<file path="src/rtl/probe_scheduler.sv">
// probe_scheduler: periodic latency probes with req/ack launch, echo matching, timeout and loss/skip counting
module probe_scheduler #(
  parameter int SOURCE_CLK     = 100000000,
  parameter int PROBE_HZ       = 10,
  parameter int TIMEOUT_CYCLES = 1000000,
  parameter int LAT_W          = 32,
  parameter int SEQ_W          = 16
) (
  input  logic             in_clk,
  input  logic             in_rst,
  input  logic             in_enable,
  output logic             out_tx_req,
  output logic [SEQ_W-1:0] out_tx_seq,
  input  logic             in_tx_ack,
  input  logic             in_rx_valid,
  input  logic [SEQ_W-1:0] in_rx_seq,
  output logic             out_result_valid,
  output logic [LAT_W-1:0] out_latency,
  output logic [SEQ_W-1:0] out_result_seq,
  output logic             out_timeout,
  output logic [15:0]      out_lost_count,
  output logic [15:0]      out_skip_count,
  output logic             out_busy
);
  localparam int PERIOD = SOURCE_CLK / PROBE_HZ;
  localparam int PW = $clog2(PERIOD);
  typedef enum logic [1:0] {IDLE, REQ, WAIT_RX, REPORT} state_t;
  state_t           state_q;
  logic [PW-1:0]    per_q, per_d;
  logic [LAT_W-1:0] lat_q, latency_q;
  logic [SEQ_W-1:0] seq_q, tx_seq_q, res_seq_q;
  logic [15:0]      lost_q, skip_q;
  logic             tx_req_q, res_valid_q, timeout_q, tick, match, expired;
  assign tick    = in_enable && per_q == PW'(PERIOD - 1);
  assign match   = in_rx_valid && in_rx_seq == seq_q;
  assign expired = lat_q == LAT_W'(TIMEOUT_CYCLES);
  always_comb begin
    per_d = !in_enable ? '0 : (per_q == PW'(PERIOD - 1)) ? '0 : per_q + PW'(1);
  end
  always_ff @(posedge in_clk) begin
    if (in_rst) begin
      state_q     <= IDLE;
      per_q       <= '0;
      lat_q       <= '0;
      latency_q   <= '0;
      seq_q       <= '0;
      tx_seq_q    <= '0;
      res_seq_q   <= '0;
      lost_q      <= '0;
      skip_q      <= '0;
      tx_req_q    <= 1'b0;
      res_valid_q <= 1'b0;
      timeout_q   <= 1'b0;
    end else begin
      per_q <= per_d;
      if (tick && state_q != IDLE && skip_q != 16'hFFFF) skip_q <= skip_q + 16'd1;
      case (state_q)
        IDLE: if (tick) begin
          state_q  <= REQ;
          tx_req_q <= 1'b1;
          tx_seq_q <= seq_q;
        end
        REQ: if (in_tx_ack) begin
          state_q  <= WAIT_RX;
          tx_req_q <= 1'b0;
          lat_q    <= LAT_W'(1);
        end
        WAIT_RX: begin
          lat_q <= lat_q + LAT_W'(1);
          // a matching echo on the timeout cycle still counts as a delivery
          if (match || expired) begin
            state_q     <= REPORT;
            res_valid_q <= 1'b1;
            res_seq_q   <= seq_q;
            latency_q   <= match ? lat_q : LAT_W'(TIMEOUT_CYCLES);
            timeout_q   <= !match;
            if (!match && lost_q != 16'hFFFF) lost_q <= lost_q + 16'd1;
          end
        end
        REPORT: begin
          state_q     <= IDLE;
          res_valid_q <= 1'b0;
          seq_q       <= seq_q + SEQ_W'(1);
        end
        default: state_q <= IDLE;
      endcase
    end
  end
  assign out_tx_req       = tx_req_q;
  assign out_tx_seq       = tx_seq_q;
  assign out_result_valid = res_valid_q;
  assign out_latency      = latency_q;
  assign out_result_seq   = res_seq_q;
  assign out_timeout      = timeout_q;
  assign out_lost_count   = lost_q;
  assign out_skip_count   = skip_q;
  assign out_busy         = state_q != IDLE;
endmodule

</file>
<file path="config.mk">
export PLATFORM = sky130hd
export DESIGN_NAME = probe_scheduler
export DESIGN_NICKNAME = d
export VERILOG_FILES = /design/src/rtl/probe_scheduler.sv
export SDC_FILE = /design/constraint.sdc
export NUM_CORES = 1
export LEC_CHECK = 0
export CORE_AREA = 2 2 178 180
export CTS_CLUSTER_SIZE = 12
export DETAILED_ROUTE_END_ITERATION = 10
export DIE_AREA = 0 0 180 182
export GPL_TIMING_DRIVEN = 0
export SYNTH_ARGS = -nofsm -noshare
export SYNTH_HDL_FRONTEND = slang
export SYNTH_SLANG_ARGS = --single-unit
export TNS_END_PERCENT = 30
</file>
<file path="constraint.sdc">
create_clock -name in_clk -period 3.9 [get_ports in_clk]
set_input_delay 0.78 -clock in_clk [delete_from_list [all_inputs] [get_ports in_clk]]
set_output_delay 0.78 -clock in_clk [all_outputs]
set_load 0.05 [all_outputs]
</file>
## After elaboration in Yosys (flattened, before gate mapping)

Index checks and enable logic that the tools add are counted.

- Add/subtract/negate cells: 5
- Equal/unequal tests: 11
- Muxes and demuxes: 12
- Bitwise gates (word level): 1
- Reductions and logical operators: 20

Operators by type and width:

| cell | number |
|---|---|
| 32-bit two-way mux | 2 |
| 32-bit one-hot mux with 2 select lines | 1 |
| 16-bit by 1-bit adder with 16-bit output (second input constant) | 3 |
| 32-bit by 1-bit adder with 32-bit output (second input constant) | 1 |
| 32-bit by 20-bit equality test with 1-bit output (second input constant) | 1 |
| 16-bit != test (second input constant) | 2 |
| 24-bit by 1-bit adder with 24-bit output (second input constant) | 1 |
| 24-bit equality test (second input constant) | 1 |
| 16-bit equality test | 1 |
| 3-bit AND reduction | 3 |
| 2-bit one-hot mux with 4 select lines | 1 |
| 2-bit AND reduction | 4 |
| 2-bit nonzero test | 4 |
| 2-bit two-way mux | 3 |
| 2-bit != test (second input constant) | 3 |
| 1-bit logical AND | 5 |
| 2-bit equality test (second input constant) | 2 |
| 1-bit one-hot mux with 2 select lines | 2 |
| 1-bit two-way mux | 3 |
| 3-bit OR reduction | 1 |
| 2-bit by 1-bit equality test with 1-bit output (second input constant) | 1 |
| 2-bit logical NOT | 1 |
| 1-bit logical NOT | 1 |
| 1-bit logical OR | 1 |
| 1-bit NOT | 1 |

- Flip-flop bits (word level): 173
- Input bits: 21
- Word-level logic and storage cells: 61

## Depth between registers and ports, before layout

- Word-level depth: 5
- Gate-level depth with buffers: 10
- Depth with buffers taken out: 8

## Worst setup path before layout

OpenSTA, ideal clock, no wires.

- Kind: input-to-reg
- From: input port in_rx_seq[13]
- To: register latency_q[2] (netlist: out_latency[2])
- Library setup time: 0.117 ns
- Arrival time: 2.512 ns
- Data required time: 3.783 ns
- Slack: 1.271 ns
- Cell stages on the path: 7
- Path buffers: 1
- Cell sequence: xnor2_1 nand4_1 or3_1 o21ai_1 a21oi_1 clkbuf_1 a22o_1

- Longest elaborated chain between the ends: 4

RTL lines:

| item | RTL line | text |
|---|---|---|
| start, declared | 16 | `input logic [SEQ_W-1:0] in_rx_seq,` |
| 16-bit equality test (*) | 35 | `assign match = in_rx_valid && in_rx_seq == seq_q;` |
| 1-bit logical AND (*) | 35 |  |
| 1-bit logical OR | 71 | `if (match \|\| expired) begin` |
| 2-bit AND reduction (no source line) | n/a |  |
| end signal, assigned | 75 | `latency_q <= match ? lat_q : LAT_W'(TIMEOUT_CYCLES);` |
| end, declared | 30 | `logic [LAT_W-1:0] lat_q, latency_q;` |

Mark *: on every way between the ends. The rest lies on a longest branch, timed or not.
A chain may end at the register's enable or synchronous reset.

## Worst setup path in the final report

- From: input port in_rx_seq[11]
- To: register latency_q[2] (netlist: out_latency[2])

Same word-level chain as after synthesis.

==> insert_results.sql <==
INSERT INTO impl_metrics (metric_group, metric, value, unit) VALUES
('floorplanning', 'coreArea', '31000', 'um2'),
('hold_path', 'hold_path.class', 'flop to flop', ''),
('setup_path', 'cp.arrival', '3.66', 'ns'),
('global_route', 'via_count_of_the_first_global_routing_pass', '6132', ''),
('floorplanning', 'fp.dieW', '180', 'um'),
('timing', 'holdWs', '0.456', 'ns'),
('cells_and_area', 'n_fill_cell', '3211', ''),
('cts', 'cts_hold_buf', '0', ''),
('detailed_routing', 'remaining_antenna_violation_count', '0', ''),
('global_route', 'number_of_antenna_violations_at_the_first_check_in_global_routing', '0', ''),
('detailed_routing', 'avgViaCountPerCell', '4.68', ''),
('synthesis', 'synth_cell_types', '57', ''),
('global_route', 'grt_overflow_total', '0', ''),
('cells_and_area', 'layout.nets', '1037', ''),
('timing', 'achievable-frequency', '301', 'MHz'),
('detailed_routing', 'first_pass_iters', '5', ''),
('detailed_routing', 'routed_wire_length', '21.5', 'mm'),
('setup_path', 'endpoint_kind', 'flop', ''),
('synthesis', 'ys_seq_elements', '173', ''),
('setup_path', 'depth_of_the_worst_register_to_register_path', '8', ''),
('global_route', 'wire_length_of_the_first_global_routing_pass', '34.0', 'mm'),
('placed_design', 'pre_cts_slack', '0.136', 'ns'),
('power', 'vdd_drop_max', '0.000270', 'V'),
('setup_path', 'start_kind', 'primary input', ''),
('cells_and_area', 'mostFrequentLayoutCell', 'dfxtp_1', ''),
('cts', 'clk_root_buffer_cell', 'clkbuf_16', ''),
('cells_and_area', 'multi_input_comb_area', '3870', 'um2'),
('synthesis', 'synthesis.nets', '898', ''),
('synthesis', 'post_synth_design_cell_area', '7590', 'um2'),
('timing', 'final.setup.tns', '0', 'ns'),
('global_route', 'grt_max_degree', '22', ''),
('cells_and_area', 'layoutNonFillerInstCount', '1420', ''),
('timing', 'worst_slew_pin_slew', '0.812', 'ns'),
('cells_and_area', 'sequential_cell_area', '3460', 'um2'),
('cts', 'clock-sinks', '173', ''),
('cells_and_area', 'postLayoutCoreUtil', '32.0', '%'),
('power', 'power_switching_share', '25.7', '%'),
('cts', 'tritoncts', 'yes', ''),
('power', 'p_sw', '0.930', 'mW'),
('power', 'combinationalPowerShare', '2.3', '%'),
('global_route', 'groute.usage.overall', '13.0', '%'),
('floorplanning', 'initial_utilization', '24.5', '%'),
('timing', 'shortest_clock_period_the_worst_path_allows_after_layout', '3.33', 'ns'),
('timing', 'slew_violations', '0', ''),
('placed_design', 'post-dp-hpwl', '16.0', 'mm'),
('placed_design', 'place.gp.congestion', '0.849', ''),
('cts', 'post_cts.repair.setup_buffers', '0', ''),
('synthesis', 'synth_seq_area_share', '45.7', '%'),
('setup_path', 'cp_max_fo', '10', ''),
('placed_design', 'port-buffer-count', '120', ''),
('cells_and_area', 'insertedDiodeCount', '0', ''),
('placed_design', 'place_area', '9290', 'um2'),
('run_status', 'outcome', 'complete, no violations', ''),
('cts', 'cts.reportedPaths.clkPinSlew', '0.08', 'ns'),
('cts', 'number_of_h_tree_branching_levels', '4', ''),
('placed_design', 'placedCellCount', '1388', ''),
('power', 'power', '3.61', 'mW'),
('power', 'cellPowerDensity', '364', 'nW/um2'),
('setup_path', 'crit_path_cell_trace', 'clkdlybuf4s50_1, xnor2_1, nand4_1, or3_1, o21ai_1, a21oi_1, clkbuf_1, a22o_1', ''),
('setup_path', 'critical-path-slowest-cell', 'o21ai_1', ''),
('power', 'clkPwrFrac', '48.8', '%'),
('cells_and_area', 'synthToLayoutAreaGrowth', '30.8', '%'),
('cells_and_area', 'final_design_area_no_fill', '9920', 'um2'),
('job', 'cap_violations', '0', ''),
('timing', 'timing.max_slew.rel_slack', '45.8', '%'),
('detailed_routing', 'drtIter0Drc', '393', ''),
('timing', 'setup_violators_final', '0', ''),
('timing', 'final_critical_path_setup_slack', '0.575', 'ns'),
('detailed_routing', 'remaining_drc_errors', '0', ''),
('floorplanning', 'num_rows', '65', ''),
('floorplanning', 'die-area', '32800', 'um2');
worst max-delay path, delay by kind of cell:
family | cells | cell delay [ns]
xor+xnor | 1 | 0.22
simple gates | 2 | 0.70
buf+inv | 2 | 0.74
compound gates | 3 | 1.22
layer usage:
| metal | track usage (%) | up-vias | part of all wire [%] |
|---|---|---|---|
| met1 | 17.1 | 3100 | 46 |
| li1 | - | 3351 | - |
| met5 | 0 | - | 0 |
| met3 | 2.99 | 21 | 5.0 |
| met4 | 4.29 | 0 | 1.9 |
| met2 | 21.1 | 167 | 47 |
power by group through the flow:
stage                     clock network [mW]  registers, mW  logic (mW)
after CTS                               1.81           1.77      0.0841
final                                   1.77           1.77      0.0827
after floorplan                            0           1.81      0.0397
after global placement                     0           1.81      0.0832
after global routing                    1.89           1.77      0.0899
after detailed placement                   0           1.81      0.0840
synth_stat cells (all sizes together), types with 2 or more instances:
cell type / count / area [um2]
nor4b: 8 / 70.1
or3: 21 / 134
a21boi: 2 / 15.0
o2111ai: 3 / 32.5
nand3: 50 / 250
a22o: 25 / 219
and4: 11 / 97.6
and2: 6 / 37.5
or2: 5 / 31.3
mux2i: 7 / 70.1
a21oi: 53 / 265
and3: 18 / 113
nor4: 9 / 62.6
ha: 11 / 138
nor3: 8 / 40.0
mux2: 6 / 67.6
dfxtp: 173 / 3460
nor2: 108 / 405
nor2b: 6 / 37.5
clkbuf: 36 / 135
inv: 15 / 56.3
xnor2: 39 / 342
a211oi: 2 / 15.0
and4b: 2 / 20.0
a22oi: 2 / 15.0
a31o: 2 / 17.5
buf: 10 / 61.3
xor2: 44 / 385
nand2: 81 / 304
or4: 4 / 30.0
o21ai: 39 / 195
nand4: 35 / 219
nor3b: 2 / 15.0
o221a: 7 / 78.8
nand2b: 2 / 12.5
or4b: 2 / 20.0
state kept, by name, summed over array words and instances (netlist names):
name and count:
lat_q 32, out_latency 32, per_q 24, out_lost_count 16, out_result_seq 16, out_skip_count 16, out_tx_seq 16, seq_q 16
state_q 2, out_result_valid 1, out_timeout 1, out_tx_req 1
cell families after synthesis:
kind of cell | count (synthesis) | share of synthesized area [%]
fa+ha+maj | 11 | 1.81
mux | 13 | 1.81
simple gates | 381 | 25.4
flops | 173 | 45.7
buf+inv | 61 | 3.33
xor+xnor | 83 | 9.58
compound gates | 144 | 12.4
layout make-up:
class | count | share of cell area (%)
buffer | 46 | 1.98
clock buffer | 17 | 4.29
clock inverter | 15 | 2.11
inverter | 15 | 0.567
multi-input combinational | 632 | 39.0
sequential | 173 | 34.9
tap | 402 | 5.07
timing repair buffer | 120 | 12.1
path summary, 6_finish.rpt:
path	start	endpoint	slack (ns)
worst max register to register	seq_q[3]	out_latency[2]	0.71
worst min-delay path	out_tx_seq[13]	out_tx_seq[13]	0.46
worst min register to register	out_tx_seq[13]	out_tx_seq[13]	0.46
worst max-delay path	in_rx_seq[11]	out_latency[2]	0.57
Power figures use the tool's default switching activity.
